## src/rtl/regfile_wr_arbiter_if.sv

```systemverilog
// Write-port request/grant bundle between three requesters and the
// register-file write arbiter.
interface regfile_wr_arbiter_if #(
    parameter int DATA_W = 8,
    parameter int ADDR_W = 3
);
    localparam int NUM_REQ = 3;

    logic [NUM_REQ-1:0]        req;
    logic [NUM_REQ*ADDR_W-1:0] req_dst;
    logic [NUM_REQ*DATA_W-1:0] req_data;
    logic [NUM_REQ-1:0]        gnt;
    logic [ADDR_W-1:0]         wr_dst;
    logic                      wr_ld;
    logic [DATA_W-1:0]         wr_data;
    logic                      bad_dst;

    // Requester side: drives requests, observes grant and write port.
    modport master (
        output req, req_dst, req_data,
        input  gnt, wr_dst, wr_ld, wr_data, bad_dst
    );

    // Arbiter side.
    modport slave (
        input  req, req_dst, req_data,
        output gnt, wr_dst, wr_ld, wr_data, bad_dst
    );
endinterface

```

## src/rtl/regfile_wr_arbiter.sv

```systemverilog
// Round-robin arbiter for the single write port of the 7-entry register
// file. All outputs are registered; index 7 has no register behind it, so
// such a request is granted but flagged with bad_dst instead of writing.
module regfile_wr_arbiter #(
    parameter int DATA_W = 8,
    parameter int ADDR_W = 3
) (
    input  logic                 clk,
    input  logic                 rst,
    regfile_wr_arbiter_if.slave  bus
);
    localparam int NUM_REQ = 3;

    logic [1:0]         last;
    logic [NUM_REQ-1:0] eligible;
    logic               winFound;
    logic [1:0]         winIdx;
    logic [1:0]         cand;
    logic [ADDR_W-1:0]  dstArr  [NUM_REQ];
    logic [DATA_W-1:0]  dataArr [NUM_REQ];
    logic [ADDR_W-1:0]  winDst;
    logic [DATA_W-1:0]  winData;
    logic               badTarget;

    // Successor in the 0,1,2 ring.
    function automatic logic [1:0] nextIdx(input logic [1:0] cur);
        return (cur == 2'd2) ? 2'd0 : cur + 2'd1;
    endfunction

    for (genvar i = 0; i < NUM_REQ; i++) begin : gSlice
        assign dstArr[i]  = bus.req_dst[i*ADDR_W +: ADDR_W];
        assign dataArr[i] = bus.req_data[i*DATA_W +: DATA_W];
    end

    // A requester holding gnt this cycle is still presenting the request
    // being consumed, so it sits out this edge.
    assign eligible = bus.req & ~bus.gnt;

    // Search last+1, last+2, last+3 and take the first eligible index.
    always_comb begin
        winFound = 1'b0;
        winIdx   = 2'd0;
        cand     = last;
        for (int k = 0; k < NUM_REQ; k++) begin
            cand = nextIdx(cand);
            if (!winFound && eligible[cand]) begin
                winFound = 1'b1;
                winIdx   = cand;
            end
        end
    end

    assign winDst    = dstArr[winIdx];
    assign winData   = dataArr[winIdx];
    assign badTarget = &winDst;

    // Register the winner onto the write port; idle cycles keep dst/data.
    always_ff @(posedge clk) begin
        if (rst) begin
            bus.gnt     <= '0;
            bus.wr_ld   <= 1'b0;
            bus.bad_dst <= 1'b0;
            bus.wr_dst  <= '0;
            bus.wr_data <= '0;
            last        <= 2'd2;
        end else if (winFound) begin
            bus.gnt     <= {{(NUM_REQ-1){1'b0}}, 1'b1} << winIdx;
            bus.wr_dst  <= winDst;
            bus.wr_data <= winData;
            bus.wr_ld   <= ~badTarget;
            bus.bad_dst <= badTarget;
            last        <= winIdx;
        end else begin
            bus.gnt     <= '0;
            bus.wr_ld   <= 1'b0;
            bus.bad_dst <= 1'b0;
        end
    end
endmodule

```

## src/flat_wrapper.sv

```systemverilog
// flat-port wrapper written by rule: the top's interface ports become plain ports
module regfile_wr_arbiter_flat 
#(
    parameter int DATA_W = 8,
    parameter int ADDR_W = 3
)
  (clk, rst, bus_req, bus_req_dst, bus_req_data, bus_gnt, bus_wr_dst, bus_wr_ld, bus_wr_data, bus_bad_dst);
  regfile_wr_arbiter_if #(.DATA_W(DATA_W), .ADDR_W(ADDR_W)) bus_i ();
  input  logic clk;
  input  logic rst;
  input wire logic [$bits(bus_i.req)-1:0] bus_req;
  input wire logic [$bits(bus_i.req_dst)-1:0] bus_req_dst;
  input wire logic [$bits(bus_i.req_data)-1:0] bus_req_data;
  output wire logic [$bits(bus_i.gnt)-1:0] bus_gnt;
  output wire logic [$bits(bus_i.wr_dst)-1:0] bus_wr_dst;
  output wire logic [$bits(bus_i.wr_ld)-1:0] bus_wr_ld;
  output wire logic [$bits(bus_i.wr_data)-1:0] bus_wr_data;
  output wire logic [$bits(bus_i.bad_dst)-1:0] bus_bad_dst;
  assign bus_i.req = bus_req;
  assign bus_i.req_dst = bus_req_dst;
  assign bus_i.req_data = bus_req_data;
  assign bus_gnt = bus_i.gnt;
  assign bus_wr_dst = bus_i.wr_dst;
  assign bus_wr_ld = bus_i.wr_ld;
  assign bus_wr_data = bus_i.wr_data;
  assign bus_bad_dst = bus_i.bad_dst;
  regfile_wr_arbiter #(.DATA_W(DATA_W), .ADDR_W(ADDR_W)) u_core (.clk(clk), .rst(rst), .bus(bus_i));
endmodule
```

## config.mk

```make
export PLATFORM = sky130hd
export DESIGN_NAME = regfile_wr_arbiter_flat
export DESIGN_NICKNAME = d
export VERILOG_FILES = /design/src/rtl/regfile_wr_arbiter_if.sv /design/src/rtl/regfile_wr_arbiter.sv /design/src/flat_wrapper.sv
export SDC_FILE = /design/constraint.sdc
export NUM_CORES = 1
export LEC_CHECK = 0
export BUFFER_PORTS_ARGS = -buffer_cell sky130_fd_sc_hd__buf_2
export CAP_MARGIN = 25
export CORE_MARGIN = 3
export CORE_UTILIZATION = 40
export DETAILED_ROUTE_END_ITERATION = 10
export GPL_ROUTABILITY_DRIVEN = 0
export PLACE_DENSITY = 0.74
export REMOVE_ABC_BUFFERS = 1
export SLEW_MARGIN = 20
export SYNTH_ARGS = -nofsm -noshare
export SYNTH_HDL_FRONTEND = slang
export SYNTH_SLANG_ARGS = --single-unit
```

## constraint.sdc

```tcl
create_clock -name clk -period 2.4 [get_ports clk]
set_input_delay 0.36 -clock clk [delete_from_list [all_inputs] [get_ports clk]]
set_output_delay 0.36 -clock clk [all_outputs]
set_load 0.05 [all_outputs]
```

==> qor.txt, run 1 <==
status = finished clean
CP Cell Sequence = nor2b_1 > o32a_1 > nor2_1 > a211oi_1 > a31o_2
I/O pins = 54
simple-gate share of the synthesized area = 0.2459
worst path bufs/invs = 0
Critical-path top delay cell = o32a_1
worst r2r dst = u_core.bus.wr_dst[1]
P&R area growth vs syn = 34.87%
slew margin rel. = 0.5340
reg-to-reg startpoint = u_core.bus.gnt[1]
Initial Util = 0.4447
Max-Cap Viols = 0
Clk Latency, worst-skew pair = 0.28 ns
Sink Count = 18
DR vias/cell = 5.513
Core Area = 0.002082 mm2
total track usage = 0.1825
period utilisation layout = 0.8372
First-pass DRT Iterations = 4
CP max stage delay = 0.67 ns
Main synth FF type = dfxtp_1
crit path DAT = 2.24 ns
CP Launch Type = flop
die height = 54.11 um
dpl ws = 0.3304 ns
largest net degree at the start of global routing = 21
H-tree depth = 1
VDD IR-drop max = 0.5552 mV
die width = 54.11 um
CP Capture Type = flop
Synth warnings = 0
aggregate global routing overflow = 0
flop2flop setup slack = 0.39 ns
final setup margin = 0.3906 ns
hold path start = rst
vias in the first global route = 932
Syn Std Cell Area = 925.9 um2
post-DR wirelength/cell = 13.65 um
family with the most delay on the worst path = compound AO/OA/AOI/OAI gates
final setup fails = 0
Slew Limit Fails = 0
Pleak = 0.6251 nW
FP Rows = 16
first-pass GRT wire length = 3.953 mm
CTS root buffer = clkbuf_4
Reg2Reg Depth = 5
layout cells sized above 1 = 0.3855
hold_buf cts = 0
utilization after layout = 0.5998
Async SR Flop Fraction = 0
via count = 1,064
Hold Path Depth = 2
Crit Path Max Fanout = 20
Pwr Density = 756.3 mW/mm2
WS Path Type = reg2reg
Num CTS Buffers = 3
Hold Path End = u_core.last[0]
Final Skew = 0.003716 ns
Detailed Route Iter0 Violations = 25
antenna violations before repair = 0
clock-pin slew on the worst setup and hold paths = 0.10 ns
Final nets = 205
Yosys reg bits = 18
Diodes inserted = 0
xor/xnor cell area share of the yosys netlist = 0
Post-CTS Setup Bufs = 0
Final min period = 2.009 ns
DIE AREA = 0.002928 mm2
Post-Synth Adder-Cell Area = 0
Critical Path RT = 2.63 ns
RSZ-0062 raised after global routing = false
main combinational cell family by area after synthesis = compound AO/OA/AOI/OAI gates
Fmax = 0.4977 GHz
Distinct cells, synth = 31
TritonCTS clock tree = done
number of port buffers = 53
Fillers = 194
Post-Synthesis Cells = 113
number of gates resized after cts = 0
worst-margin pin slew = 0.6981 ns
Hold Violations, Final = 0
register area share after synthesis = 0.3892
Mean Syn Cell Area = 8.194 um2
Hold Crit Class = in2reg
DP Wirelength = 2.031 mm
Routed WL = 2.634 mm
Post-synth EDFFs = 0
post-synthesis compound-gate area fraction = 0.3054
Residual DRC = 0
antenna-violating nets left = 0
multiplexer area fraction after synthesis = 0.02162
final setup TNS = 0 ns
CTS Buffer Depth = 2
==> area by class of cell <==
class / instances / area, um2 / share of cell area
multi-input combinational: 87 / 530.5 / 0.4248
sequential: 18 / 360.3 / 0.2886
timing repair buffer: 55 / 280.3 / 0.2244
clock buffer: 4 / 36.28 / 0.02906
tap: 27 / 33.78 / 0.02705
inverter: 2 / 7.507 / 0.006012
==> how the worst max path moves through the flow <==
| stage | start | end | slack (ns) | cells past startpoint |
|---|---|---|---|---|
| 2_1_floorplan | u_core.bus.gnt[1] | u_core.bus.wr_dst[0] | 0.44 | 5 |
| 3_3_place_gp | bus_req[2] | u_core.bus.bad_dst | 0.46 | 6 |
| 3_5_place_dp | bus_req[1] | u_core.bus.wr_dst[1] | 0.33 | 6 |
| 4_1_cts | u_core.bus.gnt[1] | u_core.bus.wr_dst[1] | 0.45 | 5 |
| 5_1_grt | u_core.bus.gnt[1] | u_core.bus.wr_dst[1] | 0.19 | 5 |
| 6_report | u_core.bus.gnt[1] | u_core.bus.wr_dst[1] | 0.39 | 5 |
==> sequential cells by signal, summed over array words and instances, names as in the netlist <==
register and cells:
u_core.bus.wr_data 8, u_core.bus.gnt 3, u_core.bus.wr_dst 3, u_core.last 2, u_core.bus.bad_dst 1, u_core.bus.wr_ld 1
==> Yosys cell counts (3+ instances only) <==
| cell type | instances | area share |
|---|---|---|
| a21oi_1 | 3 | 0.016 |
| a22o_1 | 8 | 0.076 |
| a31oi_1 | 9 | 0.061 |
| buf_2 | 4 | 0.022 |
| dfxtp_1 | 18 | 0.39 |
| nand2_1 | 20 | 0.081 |
| nand2b_1 | 3 | 0.020 |
| nor2_1 | 16 | 0.065 |
==> stage by stage <==
stage	std cells	instance area [um2]	hold slack, ns	total power, mW
after floorplan	107	898.4	0.4324	0.6548
after global placement	189	1212	0.4619	0.7597
after detailed placement	189	1212	0.4648	0.7665
after CTS	193	1249	0.2779	0.9497
after global routing	193	1249	0.2693	1.003
final	193	1249	0.2908	0.9444
==> routing by layer <==
metal  routed length (um)  track usage
met4                   36      0.09544
met5                    0            0
met3                  347      0.03047
met1                 1135       0.2416
met2                 1115       0.2823
==> power breakdown <==
part	internal [mW]	switching, mW
clock	0.0923	0.0871
sequential	0.340	0.0269
combinational	0.129	0.269
==> worst register-to-register path: cells and delay by family, from the launching register on <==
family             cells  cell delay, ns
and+or+nand+nor        2            0.44
DFF                    1            0.37
AOI/OAI and AO/OA      3            1.15
==> cell usage in the layout (no fill, tap or decap) <==
cell	n
a211o_1	1
a211oi_1	2
a211oi_2	1
a21oi_1	3
a221o_1	2
a22o_1	8
a311oi_1	1
a31o_1	1
a31o_2	2
a31oi_1	9
a31oi_2	1
and3_1	1
and4_1	1
buf_2	53
buf_4	2
clkbuf_4	3
clkbuf_8	1
dfxtp_1	18
inv_1	2
mux2i_1	2
nand2_1	20
nand2b_1	3
nand3_1	1
nor2_1	16
nor2b_1	2
nor3_1	2
nor3b_1	1
nor4b_2	1
o21ai_0	2
o32a_1	1
o32ai_1	2
or3b_1	1
==> kinds of logic (layout without fill, tap and decap cells) <==
logic type	count (synthesis)	after routing
AND/OR/NAND/NOR	49	49
AO/OA/AOI/OAI	36	36
flip-flops	18	18
buffers and inverters	8	61
multiplexers	2	2
Power figures use the tool's default switching activity.
==> run 2, diff against run 1 <==
--- a/config.mk
+++ b/config.mk
@@ -8,7 +8,7 @@
 export BUFFER_PORTS_ARGS = -buffer_cell sky130_fd_sc_hd__buf_2
 export CAP_MARGIN = 25
 export CORE_MARGIN = 3
-export CORE_UTILIZATION = 40
+export CORE_UTILIZATION = 38
 export DETAILED_ROUTE_END_ITERATION = 10
 export GPL_ROUTABILITY_DRIVEN = 0
 export PLACE_DENSITY = 0.74
==> constraint.sdc (replaced) <==
create_clock -name clk -period 1.6 [get_ports clk]
set_input_delay 0.24 -clock clk [delete_from_list [all_inputs] [get_ports clk]]
set_output_delay 0.24 -clock clk [all_outputs]
set_load 0.05 [all_outputs]
==> run 2 against run 1 <==
Effect of this change:
- the run now ends with negative setup slack left
- count of clock-buffer cells in the layout is the same
- hold slack lost 0.094 ns
- sequential power increased by 49%
- worst setup slack worse by 0.45 ns
- first-iteration DRC count down 36%
- total power is 74% higher
- clock power up 60%
- sequential cell count did not move
- fmax is 21% higher
- highest routed layer unchanged
- via count rose by 8.3%
==> qor.txt, run 2 (synthesized netlist as in run 1, its figures left out) <==
largest net degree at the start of global routing = 11 (-48%)
RSZ-0062 raised after global routing = true
clock-pin slew on the worst setup and hold paths = 0.10 ns (about the same)
CP Capture Point = u_core.bus.wr_data[4]
leading cell types in the layout, fill and taps excluded = buf_2, nand2_1, dfxtp_1
CP Capture Type = flop
period utilisation layout = 1.038 (+0.2006)
Sink Count = 18 (unchanged)
Largest register FFs = 8 (unchanged)
vias in the first global route = 1,119 (+20%)
P&R area growth vs syn = 70.14%
via count = 1,152 (+8.3%)
Hold Violations, Final = 0 (unchanged)
Final nets = 218 (+6.3%)
# placed instances = 200 (+5.8%)
CTS root buffer = clkbuf_4
first-pass GRT wire length = 4.940 mm (+25%)
die width = 55.36 um (+2.3%)
TritonCTS clock tree = done
total track usage = 0.1985 (+0.01600)
Clk network pwr share = 0.174 (-0.016)
CTS Buffer Depth = 2 (unchanged)
VDD IR-drop max = 0.8012 mV (+44%)
aggregate global routing overflow = 0 (unchanged)
Max-Cap Viols = 0 (unchanged)
Initial Util = 0.4107 (-0.03406)
Hold Crit Class = in2reg
Num CTS Buffers = 3 (unchanged)
Pwr Density = 1045 mW/mm2 (+38%)
antenna violations before repair = 0 (unchanged)
Reg with most FFs = u_core.bus.wr_data
post-DR wirelength/cell = 15.63 um (+15%)
Diodes inserted = 0 (unchanged)
Pleak = 0.7401 nW (+18%)
Non-Filler Instances = 207 (+7.3%)
failing checks = negative setup slack
dpl ws = -0.1014 ns (-0.4318 ns)
antenna-violating nets left = 0 (unchanged)
Final min period = 1.661 ns (-0.3488 ns)
number of port buffers = 53 (unchanged)
Worst Setup SP = u_core.last[1]
final setup fails = 9 (+9)
Final Hold Slack = 0.1970 ns (-0.09381 ns)
Fillers = 185 (-4.6%)
Combinational Power Share = 0.494 (+0.073)
worst r2r dst = u_core.bus.wr_data[4]
crit path DAT = 1.86 ns (-0.38 ns)
worst-margin pin slew = 0.4076 ns (-0.2905 ns)
WS Path Type = reg2reg
Residual DRC = 0 (unchanged)
Psw = 0.6749 mW (+76%)
Crit Path Max Fanout = 8 (-60%)
slew margin rel. = 0.7283 (+0.1943)
Detailed Route Iter0 Violations = 16 (-36%)
Core Area = 0.002255 mm2 (+8.3%)
reg-to-reg startpoint = u_core.last[1]
I/O pins = 54 (unchanged)
Routed WL = 3.236 mm (+23%)
Clk Latency, worst-skew pair = 0.30 ns (+0.02 ns)
status = finished, violations left
DR vias/cell = 5.565 (+0.95%)
sw frac = 0.4098 (+0.004229)
final setup margin = -0.06059 ns (-0.4512 ns)
die height = 55.36 um (+2.3%)
H-tree depth = 1 (unchanged)
Reg2Reg Depth = 6 (+1)
flop2flop setup slack = -0.06 ns (-0.45 ns)
Critical Path RT = 1.80 ns (-0.83 ns)
CP Launch Type = flop
final instance area = 0.001575 mm2 (+26%)
commonest non-fill, non-tap cell in the layout = buf_2
First-pass DRT Iterations = 4 (unchanged)
Sequential Power Share = 0.333 (-0.056)
DP Wirelength = 2.131 mm (+4.9%)
DIE AREA = 0.003065 mm2 (+4.7%)
layout cells sized above 1 = 0.6145 (+0.2290)
FP Rows = 17 (+1)
Slew Limit Fails = 0 (unchanged)
placed inst area = 0.001301 mm2 (+7.3%)
P_int = 0.9718 mW (+73%)
Fmax = 0.6022 GHz (+21%)
Final Skew = 0.003019 ns (-0.0006969 ns)
utilization after layout = 0.6987 (+0.09891)
Top Registers = u_core.bus.wr_data x8, u_core.bus.gnt x3, u_core.bus.wr_dst x3
==> run 2: cell count changes in the layout (fill, tap and decap cells not counted), moves of 2 or more <==
cell / before / now
a31oi_1: 9 / 7
a31oi_4: 0 / 2
buf_4: 2 / 10
buf_6: 0 / 3
dfxtp_1: 18 / 15
dfxtp_2: 0 / 3
nand2_1: 20 / 15
nand2_2: 0 / 5
nand2b_1: 3 / 1
nor2_1: 16 / 3
nor2_2: 0 / 10
nor2_4: 0 / 3
o32ai_1: 2 / 0
o32ai_2: 0 / 2
==> run 2: layout make-up <==
type / instances / area [um2] / area share
multi-input combinational: 87 / 710.7 / 0.4512
inverter: 2 / 7.507 / 0.004766
sequential: 18 / 364.1 / 0.2311
timing repair buffer: 68 / 421.7 / 0.2677
clock buffer: 4 / 36.28 / 0.02303
tap: 28 / 35.03 / 0.02224
==> run 2: through the flow <==
stage / setup TNS, ns / power, mW
6_report: -0.4018 / 1.647
5_1_grt: -0.8029 / 1.735
4_1_cts: -0.1498 / 1.580
3_5_place_dp: -0.6250 / 1.203
3_3_place_gp: -0.4334 / 1.190
2_1_floorplan: -3.833 / 0.9822
==> run 2: how the worst min path moves through the flow <==
stage	start	endpoint	slack (ns)	depth (start not counted)
final	rst	u_core.last[0]	0.20	2
after global routing	rst	u_core.last[0]	0.19	2
after CTS	rst	u_core.last[0]	0.19	2
after detailed placement	u_core.bus.wr_data[2]	u_core.bus.wr_data[2]	0.46	1
after global placement	u_core.bus.wr_data[1]	u_core.bus.wr_data[1]	0.46	1
after floorplan	rst	u_core.last[0]	0.31	1
==> run 2: routing by layer <==
metal,global-route usage,up-vias,share of wire
li1,-,550,-
met1,0.2397,537,0.41
met2,0.3243,59,0.48
met3,0.08645,6,0.092
met4,0.04514,0,0.015
met5,0,-,0
==> run 2: what timing repair did <==
item / 4_1_cts / 5_1_grt
pin swaps: 10 / 10
gates cloned: 2 / 0
hold buffers: 0 / 0
setup endpoints to repair: 12 / 13
gates resized for setup: 22 / 25
endpoints found under the hold margin: 0 / 0
buffers inserted: 1 / 0
==> run 2: power by group through the flow <==
stage / registers, mW / clock network, mW / logic, mW
floorplan: 0.749 / 0 / 0.233
global placement: 0.550 / 0 / 0.640
detailed placement: 0.551 / 0 / 0.652
CTS: 0.544 / 0.288 / 0.749
global route: 0.556 / 0.313 / 0.865
finish: 0.548 / 0.286 / 0.813
==> run 2: worst max-delay path: stages, from the launching register on <==
cell,delay (ns)
dfxtp_2,0.33
or3b_4,0.42
o32a_4,0.31
buf_12,0.18
nor2_1,0.08
a31oi_1,0.05
a22o_1,0.18
==> run 3, diff against run 2 <==
--- a/config.mk
+++ b/config.mk
@@ -17,3 +17,4 @@
 export SYNTH_ARGS = -nofsm -noshare
 export SYNTH_HDL_FRONTEND = slang
 export SYNTH_SLANG_ARGS = --single-unit
+export TNS_END_PERCENT = 20
==> run 3 against run 2 <==
Effect of this change:
- the run still ends with negative setup slack left
- core utilization decreased by 0.22 points
- total power down 0.13%
- sequential power about the same
- critical path depth increased by 1
- final area decreased by 0.32%
- via count shrank 0.17%
- sequential cell count is the same
- count of clock-buffer cells in the layout unchanged
- clock power barely moved
- register-to-register slack about the same
- clock skew about the same
- combinational power about the same
- critical endpoint is now u_core.bus.wr_data[1]
==> qor.txt, run 3 (synthesized netlist as in run 1, its figures left out) <==
layout cells sized above 1 = 0.6145 (unchanged)
failing checks = negative setup slack
Clk Latency, worst-skew pair = 0.30 ns (about the same)
Pleak = 0.7396 nW (about the same)
Final min period = 1.665 ns (+0.004343 ns)
Reg with most FFs = u_core.bus.wr_data
DR vias/cell = 5.556 (-0.17%)
Fillers = 181 (-2.2%)
CP Cell Sequence = or3b_4 > buf_6 > a31oi_4 > buf_6 > nand2_1 > a31oi_1 > a22o_1
Hold Path Depth = 2 (unchanged)
vias in the first global route = 1,121 (+0.18%)
Crit Path Max Fanout = 5 (-3)
Residual DRC = 0 (unchanged)
P&R area growth vs syn = 69.60%
H-tree depth = 1 (unchanged)
Slew Limit Fails = 0 (unchanged)
die height = 55.36 um (unchanged)
commonest non-fill, non-tap cell in the layout = buf_2
Critical-path top delay cell = or3b_4
hold_buf cts = 0 (unchanged)
Max-Cap Viols = 0 (unchanged)
RSZ-0062 raised after global routing = true
Sink Count = 18 (unchanged)
Hold Crit Class = in2reg
antenna violations before repair = 0 (unchanged)
CTS root buffer = clkbuf_4
Fmax = 0.6006 GHz (-0.26%)
slew margin rel. = 0.7235 (-0.004737)
first-pass GRT wire length = 4.940 mm (unchanged)
Detailed Route Iter0 Violations = 34 (+18)
Final Skew = 0.003129 ns (+0.0001106 ns)
Hold Violations, Final = 0 (unchanged)
total track usage = 0.1985 (unchanged)
Core Area = 0.002255 mm2 (unchanged)
Num CTS Buffers = 3 (unchanged)
CP Launch Type = flop
family with the most delay on the worst path = compound AO/OA/AOI/OAI gates
clock-pin slew on the worst setup and hold paths = 0.10 ns (about the same)
Routed WL = 3.238 mm (about the same)
critical path depth = 7 (+1)
Non-Filler Instances = 207 (unchanged)
WS Path Type = reg2reg
final setup fails = 9 (unchanged)
TritonCTS clock tree = done
CP max stage delay = 0.42 ns (about the same)
leading cell types in the layout, fill and taps excluded = buf_2, nand2_1, dfxtp_1
number of port buffers = 53 (unchanged)
Top Registers = u_core.bus.wr_data x8, u_core.bus.gnt x3, u_core.bus.wr_dst x3
worst path bufs/invs = 2 (+1)
final setup TNS = -0.4119 ns (-0.01006 ns)
cell mode on critical path = buf_6
Pwr Density = 1047 mW/mm2 (+0.19%)
antenna-violating nets left = 0 (unchanged)
First-pass DRT Iterations = 4 (unchanged)
aggregate global routing overflow = 0 (unchanged)
Final Hold Slack = 0.1961 ns (-0.0008820 ns)
DP Wirelength = 2.131 mm (unchanged)
die width = 55.36 um (unchanged)
CTS Buffer Depth = 2 (unchanged)
final setup margin = -0.06493 ns (-0.004343 ns)
FP Rows = 17 (unchanged)
crit path DAT = 1.91 ns (+0.05 ns)
post-DR wirelength/cell = 15.64 um (about the same)
Diodes inserted = 0 (unchanged)
Pwr Total = 1.645 mW (-0.13%)
# placed instances = 200 (unchanged)
utilization after layout = 0.6964 (-0.002220)
Reg2Reg Depth = 7 (+1)
VDD IR-drop max = 0.8002 mV (-0.12%)
Critical Path RT = 1.85 ns (+0.05 ns)
status = finished, violations left
Largest register FFs = 8 (unchanged)
period utilisation layout = 1.041 (+0.002715)
via count = 1,150 (-0.17%)
Final nets = 218 (unchanged)
worst-margin pin slew = 0.4147 ns (+0.007106 ns)
Initial Util = 0.4107 (unchanged)
DIE AREA = 0.003065 mm2 (unchanged)
largest net degree at the start of global routing = 11 (unchanged)
I/O pins = 54 (unchanged)
CP Capture Type = flop
-- run 3: worst paths after layout --
kind                              start               endpoint  slack [ns]
setup / recovery         u_core.last[1]  u_core.bus.wr_data[1]       -0.06
setup reg to reg         u_core.last[1]  u_core.bus.wr_data[1]       -0.06
hold / removal                      rst         u_core.last[0]        0.20
hold reg to reg   u_core.bus.wr_data[2]  u_core.bus.wr_data[2]        0.48
-- run 3: timing repair --
item,in CTS,in global routing
setup buffers,1,0
endpoints found under the setup margin,12,13
gates cloned,2,0
gates resized for setup,22,24
pin swaps,10,9
-- run 3: worst reg2reg max path, cell delays in order, from the launching register on --
cell	delay, ns
dfxtp_2	0.33
or3b_4	0.42
buf_6	0.14
a31oi_4	0.20
buf_6	0.15
nand2_1	0.06
a31oi_1	0.16
a22o_1	0.15
-- run 3: per-layer routing --
| layer | global-route usage | vias up | share of wire |
|---|---|---|---|
| met5 | 0 | - | 0 |
| met4 | 0.04514 | 0 | 0.015 |
| met3 | 0.08645 | 6 | 0.083 |
| met2 | 0.3243 | 55 | 0.48 |
| met1 | 0.2397 | 536 | 0.42 |
| li1 | - | 553 | - |
-- run 3: power breakdown --
part,switching [mW],internal [mW],leakage [nW]
clock,0.147,0.139,0.0210
combinational,0.491,0.320,0.569
sequential,0.0360,0.512,0.150
total,0.673,0.971,0.740
-- run 3: metrics by stage --
step	instance area, um2	worst slack [ns]
2_1_floorplan	898.4	-0.3588
3_3_place_gp	1301	-0.06259
4_1_cts	1476	-0.02029
6_report	1570	-0.06493
3_5_place_dp	1301	-0.1014
5_1_grt	1570	-0.1031
-- run 3: cell type report --
class | instances | area, um2 | share of cell area
sequential | 18 | 364.1 | 0.2319
tap | 28 | 35.03 | 0.02231
inverter | 2 | 7.507 | 0.004781
timing repair buffer | 68 | 421.7 | 0.2685
multi-input combinational | 87 | 705.7 | 0.4494
clock buffer | 4 | 36.28 | 0.02311
